`src/rtl/counter_ud_ctrl_pkg.sv`:
```
// counter_ud_ctrl_pkg: shared types for the counter_ud sequencer/arbiter.
//   op_e    : requester command encoding (HOLD, LOAD, UP, DOWN)
//   state_e : controller FSM states
//   OP_W    : width of one requester's op field
package counter_ud_ctrl_pkg;

  localparam int unsigned OP_W = 2;

  typedef enum logic [OP_W-1:0] {
    OP_HOLD = 2'd0,
    OP_LOAD = 2'd1,
    OP_UP   = 2'd2,
    OP_DOWN = 2'd3
  } op_e;

  typedef enum logic [1:0] {
    ST_IDLE = 2'd0,
    ST_EXEC = 2'd1,
    ST_RESP = 2'd2
  } state_e;

  // True for the ops that step the counter.
  function automatic logic is_step_op(input op_e op);
    return (op == OP_UP) || (op == OP_DOWN);
  endfunction

endpackage

```
`src/rtl/counter_ud_ctrl_rr_arbiter.sv`:
```
// counter_ud_ctrl_rr_arbiter: combinational NUM_REQ-way round-robin pick.
// Ports:
//   i_req       : request vector
//   i_ptr       : index with highest priority this round
//   o_grant     : one-hot grant (all zero when no request)
//   o_grant_idx : index of the granted requester
//   o_any       : at least one request present
module counter_ud_ctrl_rr_arbiter #(
  parameter int unsigned NUM_REQ = 2,
  parameter int unsigned ID_W    = 1
) (
  input  logic [NUM_REQ-1:0] i_req,
  input  logic [ID_W-1:0]    i_ptr,
  output logic [NUM_REQ-1:0] o_grant,
  output logic [ID_W-1:0]    o_grant_idx,
  output logic               o_any
);

  // Scan from i_ptr upward with wrap; first hit wins.
  always_comb begin
    int unsigned k;
    o_grant     = '0;
    o_grant_idx = '0;
    o_any       = 1'b0;
    k           = 0;
    for (int unsigned i = 0; i < NUM_REQ; i++) begin
      k = 32'(i_ptr) + i;
      if (k >= NUM_REQ) k = k - NUM_REQ;
      if (!o_any && i_req[k]) begin
        o_any       = 1'b1;
        o_grant[k]  = 1'b1;
        o_grant_idx = ID_W'(k);
      end
    end
  end

endmodule

```
`src/rtl/counter_ud_ctrl.sv`:
```
// counter_ud_ctrl: shares one counter_ud (no enable, parallel load) between
// NUM_REQ requesters. One command at a time is granted round-robin, executed
// on the counter, and answered with the resulting count.
// Ports:
//   clk, rst                   : clock, synchronous active-high reset
//   req_valid/req_ready        : per-requester command handshake (ready = grant pulse)
//   req_op/req_data/req_len    : per-requester packed command fields
//   resp_valid/resp_ready      : response handshake
//   resp_id/resp_count/resp_wrap : response owner, count, wrap/saturate flag
//   busy                       : command in flight
//   cnt_load_en/cnt_load/cnt_down : controls to the attached counter
//   cnt_count/cnt_rollover     : state from the attached counter
// Build option: define CNT_CTRL_SAT_EN for saturating UP/DOWN.
module counter_ud_ctrl
  import counter_ud_ctrl_pkg::*;
#(
  parameter int unsigned WIDTH   = 4,
  parameter int unsigned NUM_REQ = 2,
  parameter int unsigned LEN_W   = 4,
  localparam int unsigned ID_W   = (NUM_REQ > 1) ? $clog2(NUM_REQ) : 1
) (
  input  logic                     clk,
  input  logic                     rst,
  input  logic [NUM_REQ-1:0]       req_valid,
  output logic [NUM_REQ-1:0]       req_ready,
  input  logic [OP_W*NUM_REQ-1:0]  req_op,
  input  logic [WIDTH*NUM_REQ-1:0] req_data,
  input  logic [LEN_W*NUM_REQ-1:0] req_len,
  output logic                     resp_valid,
  input  logic                     resp_ready,
  output logic [ID_W-1:0]          resp_id,
  output logic [WIDTH-1:0]         resp_count,
  output logic                     resp_wrap,
  output logic                     busy,
  output logic                     cnt_load_en,
  output logic [WIDTH-1:0]         cnt_load,
  output logic                     cnt_down,
  input  logic [WIDTH-1:0]         cnt_count,
  input  logic                     cnt_rollover
);

  state_e             r_state;
  op_e                r_op;
  logic [WIDTH-1:0]   r_data;
  logic [LEN_W-1:0]   r_remain;
  logic [ID_W-1:0]    r_owner;
  logic [ID_W-1:0]    r_ptr;
  logic               r_wrap;

  logic [NUM_REQ-1:0] w_grant;
  logic [ID_W-1:0]    w_grant_idx;
  logic               w_any;
  op_e                w_win_op;
  logic [WIDTH-1:0]   w_win_data;
  logic [LEN_W-1:0]   w_win_len;
  logic [ID_W-1:0]    w_next_ptr;
  logic               w_step;
  logic               w_at_edge;
  logic               w_sat;
  logic               w_take;
  logic               w_exec_load;

  counter_ud_ctrl_rr_arbiter #(
    .NUM_REQ (NUM_REQ),
    .ID_W    (ID_W)
  ) u_arb (
    .i_req       (req_valid),
    .i_ptr       (r_ptr),
    .o_grant     (w_grant),
    .o_grant_idx (w_grant_idx),
    .o_any       (w_any)
  );

  // Winner's command fields.
  assign w_win_op   = op_e'(req_op[32'(w_grant_idx)*OP_W +: OP_W]);
  assign w_win_data = req_data[32'(w_grant_idx)*WIDTH +: WIDTH];
  assign w_win_len  = req_len[32'(w_grant_idx)*LEN_W +: LEN_W];

  assign w_next_ptr = (r_owner == ID_W'(NUM_REQ - 1)) ? '0 : ID_W'(r_owner + 1'b1);

  // A pending UP/DOWN step and whether it crosses the wrap boundary.
  assign w_step    = (r_state == ST_EXEC) && is_step_op(r_op) && (r_remain != '0);
  assign w_at_edge = (r_op == OP_UP) ? cnt_rollover : (cnt_count == '0);

`ifdef CNT_CTRL_SAT_EN
  assign w_sat = w_step && w_at_edge;
`else
  assign w_sat = 1'b0;
`endif

  // Counter moves only on a taken step; every other cycle reloads itself.
  assign w_take      = w_step && !w_sat && !rst;
  assign w_exec_load = (r_state == ST_EXEC) && (r_op == OP_LOAD) && !rst;

  assign cnt_load_en = !w_take;
  assign cnt_load    = w_exec_load ? r_data : cnt_count;
  assign cnt_down    = w_take && (r_op == OP_DOWN);

  assign req_ready  = ((r_state == ST_IDLE) && !rst) ? w_grant : '0;
  assign resp_valid = (r_state == ST_RESP);
  assign resp_id    = r_owner;
  assign resp_count = cnt_count;
  assign resp_wrap  = r_wrap;
  assign busy       = (r_state != ST_IDLE);

  // Controller FSM and command latch.
  always_ff @(posedge clk) begin
    if (rst) begin
      r_state  <= ST_IDLE;
      r_op     <= OP_HOLD;
      r_data   <= '0;
      r_remain <= '0;
      r_owner  <= '0;
      r_ptr    <= '0;
      r_wrap   <= 1'b0;
    end else begin
      case (r_state)
        ST_IDLE: begin
          if (w_any) begin
            r_op     <= w_win_op;
            r_data   <= w_win_data;
            r_remain <= w_win_len;
            r_owner  <= w_grant_idx;
            r_wrap   <= 1'b0;
            r_state  <= ST_EXEC;
          end
        end
        ST_EXEC: begin
          if (!w_step) begin
            r_state <= ST_RESP;
          end else if (w_sat) begin
            r_wrap  <= 1'b1;
            r_state <= ST_RESP;
          end else begin
            if (w_at_edge) r_wrap <= 1'b1;
            r_remain <= r_remain - LEN_W'(1);
            if (r_remain == LEN_W'(1)) r_state <= ST_RESP;
          end
        end
        ST_RESP: begin
          if (resp_ready) begin
            r_state <= ST_IDLE;
            r_ptr   <= w_next_ptr;
          end
        end
        default: r_state <= ST_IDLE;
      endcase
    end
  end

endmodule

```
`config.mk`:
```
export PLATFORM = sky130hd
export DESIGN_NAME = counter_ud_ctrl
export DESIGN_NICKNAME = d
export VERILOG_FILES = /design/src/rtl/counter_ud_ctrl_pkg.sv /design/src/rtl/counter_ud_ctrl_rr_arbiter.sv /design/src/rtl/counter_ud_ctrl.sv
export SDC_FILE = /design/constraint.sdc
export NUM_CORES = 1
export LEC_CHECK = 0
export CAP_MARGIN = 10
export CORE_MARGIN = 4
export CORE_UTILIZATION = 44
export DETAILED_ROUTE_END_ITERATION = 16
export PLACE_DENSITY = 0.85
export SKIP_LAST_GASP = 1
export SYNTH_ARGS = -nofsm -noshare
export SYNTH_HDL_FRONTEND = slang
export SYNTH_HIERARCHICAL = 1
export SYNTH_SLANG_ARGS = --single-unit
```
`constraint.sdc`:
```
create_clock -name clk -period 2.71 [get_ports clk]
set_input_delay 0.542 -clock clk [delete_from_list [all_inputs] [get_ports clk]]
set_output_delay 0.542 -clock clk [all_outputs]
set_load 0.02 [all_outputs]
```
Word level (Yosys, flattened, before mapping)
Index checks and enable logic that the tools add are counted.

storage, ports and cells
  bits in registers = 15
  input bits = 30
  output and inout bits = 16
  word-level logic and storage cells = 89

cells by class
  $add $sub $neg = 5
  $lt $le $gt $ge = 6
  equal/unequal tests = 11
  shift-type cells = 3
  multiplexer cells = 32
  bitwise logic cells = 1
  reductions and logical operators = 24

operators by type and width
  operator                                               count
  >= comparator 32 x 1 -> 1 bit (second input constant)  2
  < comparator 32 x 2 -> 1 bit (second input constant)   2
  2-to-1 mux 32 bit                                      2
  >= comparator 32 x 2 -> 1 bit (second input constant)  1
  subtractor 32 x 2 -> 32 bit (second input constant)    1
  indexed part select 8 x 4 -> 4 bit                     2
  2-to-1 mux 1 bit                                       15
  2-to-1 mux 2 bit                                       7
  2-to-1 mux 4 bit                                       3
  logical AND 1 bit                                      10
  one-hot mux 4 bit (2 select lines)                     1
  equality test 2 bit (second input constant)            3
  one-hot mux 2 bit (3 select lines)                     1
  AND reduction 3 bit                                    2
  equality test 2 x 1 -> 1 bit (second input constant)   2
  equality test 4 x 1 -> 1 bit (second input constant)   1
  zero test 4 bit                                        1
  != test 2 x 1 -> 1 bit (second input constant)         2
  != test 2 bit (second input constant)                  2
  AND reduction 2 bit                                    2
  AND reduction 4 bit                                    1
  nonzero test 2 bit                                     2
  nonzero test 4 bit                                     1
  indexed part select 4 x 3 -> 2 bit                     1
  other kinds (12)                                       15

Depth between registers and ports, before layout
  word-level depth = 11
  depth in mapped cells = 7
  gate-level depth less buffers = 6

Cells and area by module
Netlist, hierarchy kept.

modules (own cells, without submodules)
  module                      times used  cells an instance  area each (µm²)  seq. area each (µm²)
  counter_ud_ctrl             1           103                953.4            300.3
  counter_ud_ctrl_rr_arbiter  1           5                  32.5             0.0

Least setup slack after synthesis
Ideal clock, no wire load.

  path type = reg2out
  start point = register r_remain[0]
  end point = output port cnt_down
  arrival = 1569 ps
  data required time = 2168 ps
  slack = 599 ps
  cell stages (with the launch flop) = 5
  buffers on the path = 0
  cells stage by stage = dfxtp_1 -> inv_1 -> ha_1 -> nor3b_1 -> nor4b_1

on the way
  word-level cells in the longest chain between the ends = 4

ends and longest elaborated chain
  element                 RTL line                source
  start, declared         counter_ud_ctrl.sv:45   logic [LEN_W-1:0] r_remain;
  start signal, assigned  counter_ud_ctrl.sv:122  r_remain <= w_win_len;
  start signal, assigned  counter_ud_ctrl.sv:136  r_remain <= r_remain - LEN_W'(1);
  nonzero test 4 bit      counter_ud_ctrl.sv:82   assign w_step = (r_state == ST_EXEC) && is_step_op(r_op) && (r_remain != '0);
  logical AND 1 bit       counter_ud_ctrl.sv:82
  logical AND 1 bit       counter_ud_ctrl.sv:92   assign w_take = w_step && !w_sat && !rst;
  logical AND 1 bit       counter_ud_ctrl.sv:97   assign cnt_down = w_take && (r_op == OP_DOWN);
  end, declared           counter_ud_ctrl.sv:37   output logic cnt_down,

Every way passes these cells.

Worst setup path after layout
  start point = input port rst
  end point = output port cnt_load[1]

on the way
  word-level cells in the longest chain between the ends = 3

ends and longest elaborated chain
  element            RTL line               source
  start, declared    counter_ud_ctrl.sv:23  input logic rst,
  zero test 1 bit    counter_ud_ctrl.sv:93  assign w_exec_load = (r_state == ST_EXEC) && (r_op == OP_LOAD) && !rst;
  logical AND 1 bit  counter_ud_ctrl.sv:93
  2-to-1 mux 4 bit   counter_ud_ctrl.sv:96  assign cnt_load = w_exec_load ? r_data : cnt_count;
  end, declared      counter_ud_ctrl.sv:36  output logic [WIDTH-1:0] cnt_load,

Every way passes these cells.

==> reports/summary.txt <==
Num CTS Buffers = 3
largest net degree at the start of global routing = 21
multiplexer share of the synthesized area = 21.1%
# hold bufs at CTS = 0
switching share of power = 33.5%
Mapped Avg Cell Area = 9.13 um2
period utilization = 99.5%
PnR worst setup slack = 0.0138 ns
layout cells sized above 1 = 14.8%
largest family of logic cells by synthesized area = simple AND/OR/NAND/NOR gates
initial antenna violation count = 0
DRC violation count after routing = 0
internal power = 0.444 mW
PortBufs = 45
Worst Path Required = 2.17 ns
sequential-to-total area share from yosys stat = 30.5%
clock power share = 19.4%
Main synth FF type = dfxtp_1
total grt overflow = 0
synth unique cells = 36
per-cell routed wire length = 13.9 um
Worst Hold Depth = 1
DP HPWL = 1950 um
clk sink count = 15
DRT Wirelength = 2540 um
Setup TNS = 0 ns
Final Wtd Congestion = 0.786
core area = 2040 um2
type of the worst min-delay path = reg2reg
Place WS = -0.156 ns
Skew-Pair Late Insertion Delay = 0.28 ns
share of flip-flops with an asynchronous set or reset = 0%
# setup viols final = 0
maximum VDD drop = 338 uV
RSZ-0062 raised after global routing = true
commonest cells after routing, fill and taps aside = clkdlybuf4s50_1, dfxtp_1, mux2i_1
Power Dens Cells = 449 nW/um2
buffer depth of the longest clock path = 2
status = finished clean
total power = 0.668 mW
Rel. slew slack = 63.0%
worst clock skew = 0.00709 ns
worst reg2reg path depth = 6
initial core utilization = 48.3%
hold slack = 0.487 ns
Worst Tran Pin Value = 0.553 ns
die area = 3060 um2
post-synthesis compound-gate area fraction = 15.9%
Layout Area Growth over Synthesis = 50.8%
Setup crit start kind = input pin
XOR/XNOR Fraction of Synth Area = 0%
Max Freq = 0.371 GHz
via count = 927
number of synthesized flops with an enable pin = 0
Synth Cell Area = 986 um2
DRT Pass-1 Iters = 4
first-pass GRT wire length = 4340 um
die height = 55.3 um
post-layout min period = 2.70 ns
Worst Setup End Kind = primary output
commonest non-fill, non-tap cell in the layout = clkdlybuf4s50_1
Site Rows = 16
DRT antenna net count = 0
combinational group share of total power = 39.3%
vias per cell = 5.09
Leak Pwr = 0.587 nW
Yosys reg bits = 15
Setup CP Type = in2out
diodes inserted = 0
Final nets = 188
adder-cell share of the synthesized area = 2.54%
syn_nets = 140
Post-Synth Simple-Gate Area = 23.0%
IO Pins = 46
H-tree Lvls = 1
Hold Fails Final Rpt = 0
Fillers = 177
clock slew at reported path FFs = 0.10 ns
Max-Cap Viols = 0
post-synthesis cell count = 108
Final Max Tran Viols = 0
gr usage total = 17.0%
Synth Warn # = 6
Psw = 0.224 mW
Clock Tree Root = clkbuf_4
Iter 0 DRT Violations = 9
critical path arrival = 2.15 ns
die width = 55.3 um
sequential share of power = 41.3%
vias in the first global route = 970
CTS tree = built
crit path max fanout = 4
path summary, 6_finish.rpt:
path	startpoint	end	slack, ns
worst max register to register	r_remain[1]	r_remain[1]	0.97
worst min-delay path	resp_id	r_ptr	0.49
worst min register to register	resp_id	r_ptr	0.49
worst max-delay path	rst	cnt_load[1]	0.01
Yosys cell counts (all sizes together) (2+ instances only):
library cell	instances	share of area [%]
inv	3	1.1
mux2	6	6.9
a211oi	6	4.6
nor2	13	4.9
clkbuf	2	0.76
nand2	3	1.1
nor3	2	1.0
nand2b	2	1.3
a21boi	3	2.3
o2bb2ai	2	1.8
mux2i	14	14
ha	2	2.5
nor4b	2	3.3
a21oi	5	2.5
nor2b	3	1.9
and2	2	1.3
nor3b	2	2.7
buf	7	5.2
or2	2	1.3
dfxtp	15	30
o21ai	2	1.0
worst max-delay path, cell delays in order:
cell,delay (ns)
clkdlybuf4s50_1,0.46
nor4b_4,0.33
buf_4,0.17
mux2_2,0.33
dlygate4sd2_1,0.32
layout make-up:
type / instances / area, um2 / area share (%)
Inverter: 3 / 11.3 / 0.758
Clock buffer: 3 / 22.5 / 1.52
Tap cell: 27 / 33.8 / 2.27
Sequential cell: 15 / 300 / 20.2
Timing Repair Buffer: 52 / 498 / 33.5
Clock inverter: 1 / 5.00 / 0.337
Multi-Input combinational cell: 81 / 616 / 41.4
layer usage:
metal	GRT usage, %	share of wire [%]
met5	0	0
met4	4.51	0
met3	4.20	6.3
met2	29.6	49
met1	20.5	44
state kept, by name, summed over array words and instances, names as in the netlist:
| name | cells |
|---|---|
| r_data | 4 |
| r_ptr | 1 |
| resp_id | 1 |
| r_remain | 4 |
| r_state | 2 |
| resp_wrap | 1 |
| r_op | 2 |
cells by family (layout without fill, tap and decap cells):
kind of cell    after synthesis  in the layout
compound gates               22             22
fa+ha+maj                     2              2
mux                          20             20
simple gates                 37             37
flops                        15             15
buf+inv                      12             59
what timing repair did:
action,CTS,global route
setup endpoints to repair,6,3
buffers inserted,3,0
pin swaps,1,0
resized for setup,6,2
power by group through the flow:
stage / combinational [mW] / sequential, mW / clock [mW]
floorplan: 0.165 / 0.274 / 0
global placement: 0.253 / 0.278 / 0
detailed placement: 0.263 / 0.280 / 0
CTS: 0.263 / 0.275 / 0.134
global route: 0.289 / 0.281 / 0.140
finish: 0.262 / 0.276 / 0.130
stage by stage:
step | std cells | utilization [%] | area (um2)
after floorplan | 108 | - | 986
after global placement | 175 | 70.6 | 1440
after detailed placement | 175 | 70.6 | 1440
after CTS | 182 | 72.7 | 1480
after global routing | 182 | 72.8 | 1490
final | 182 | 72.8 | 1490
(Power assumes the default switching activity.)
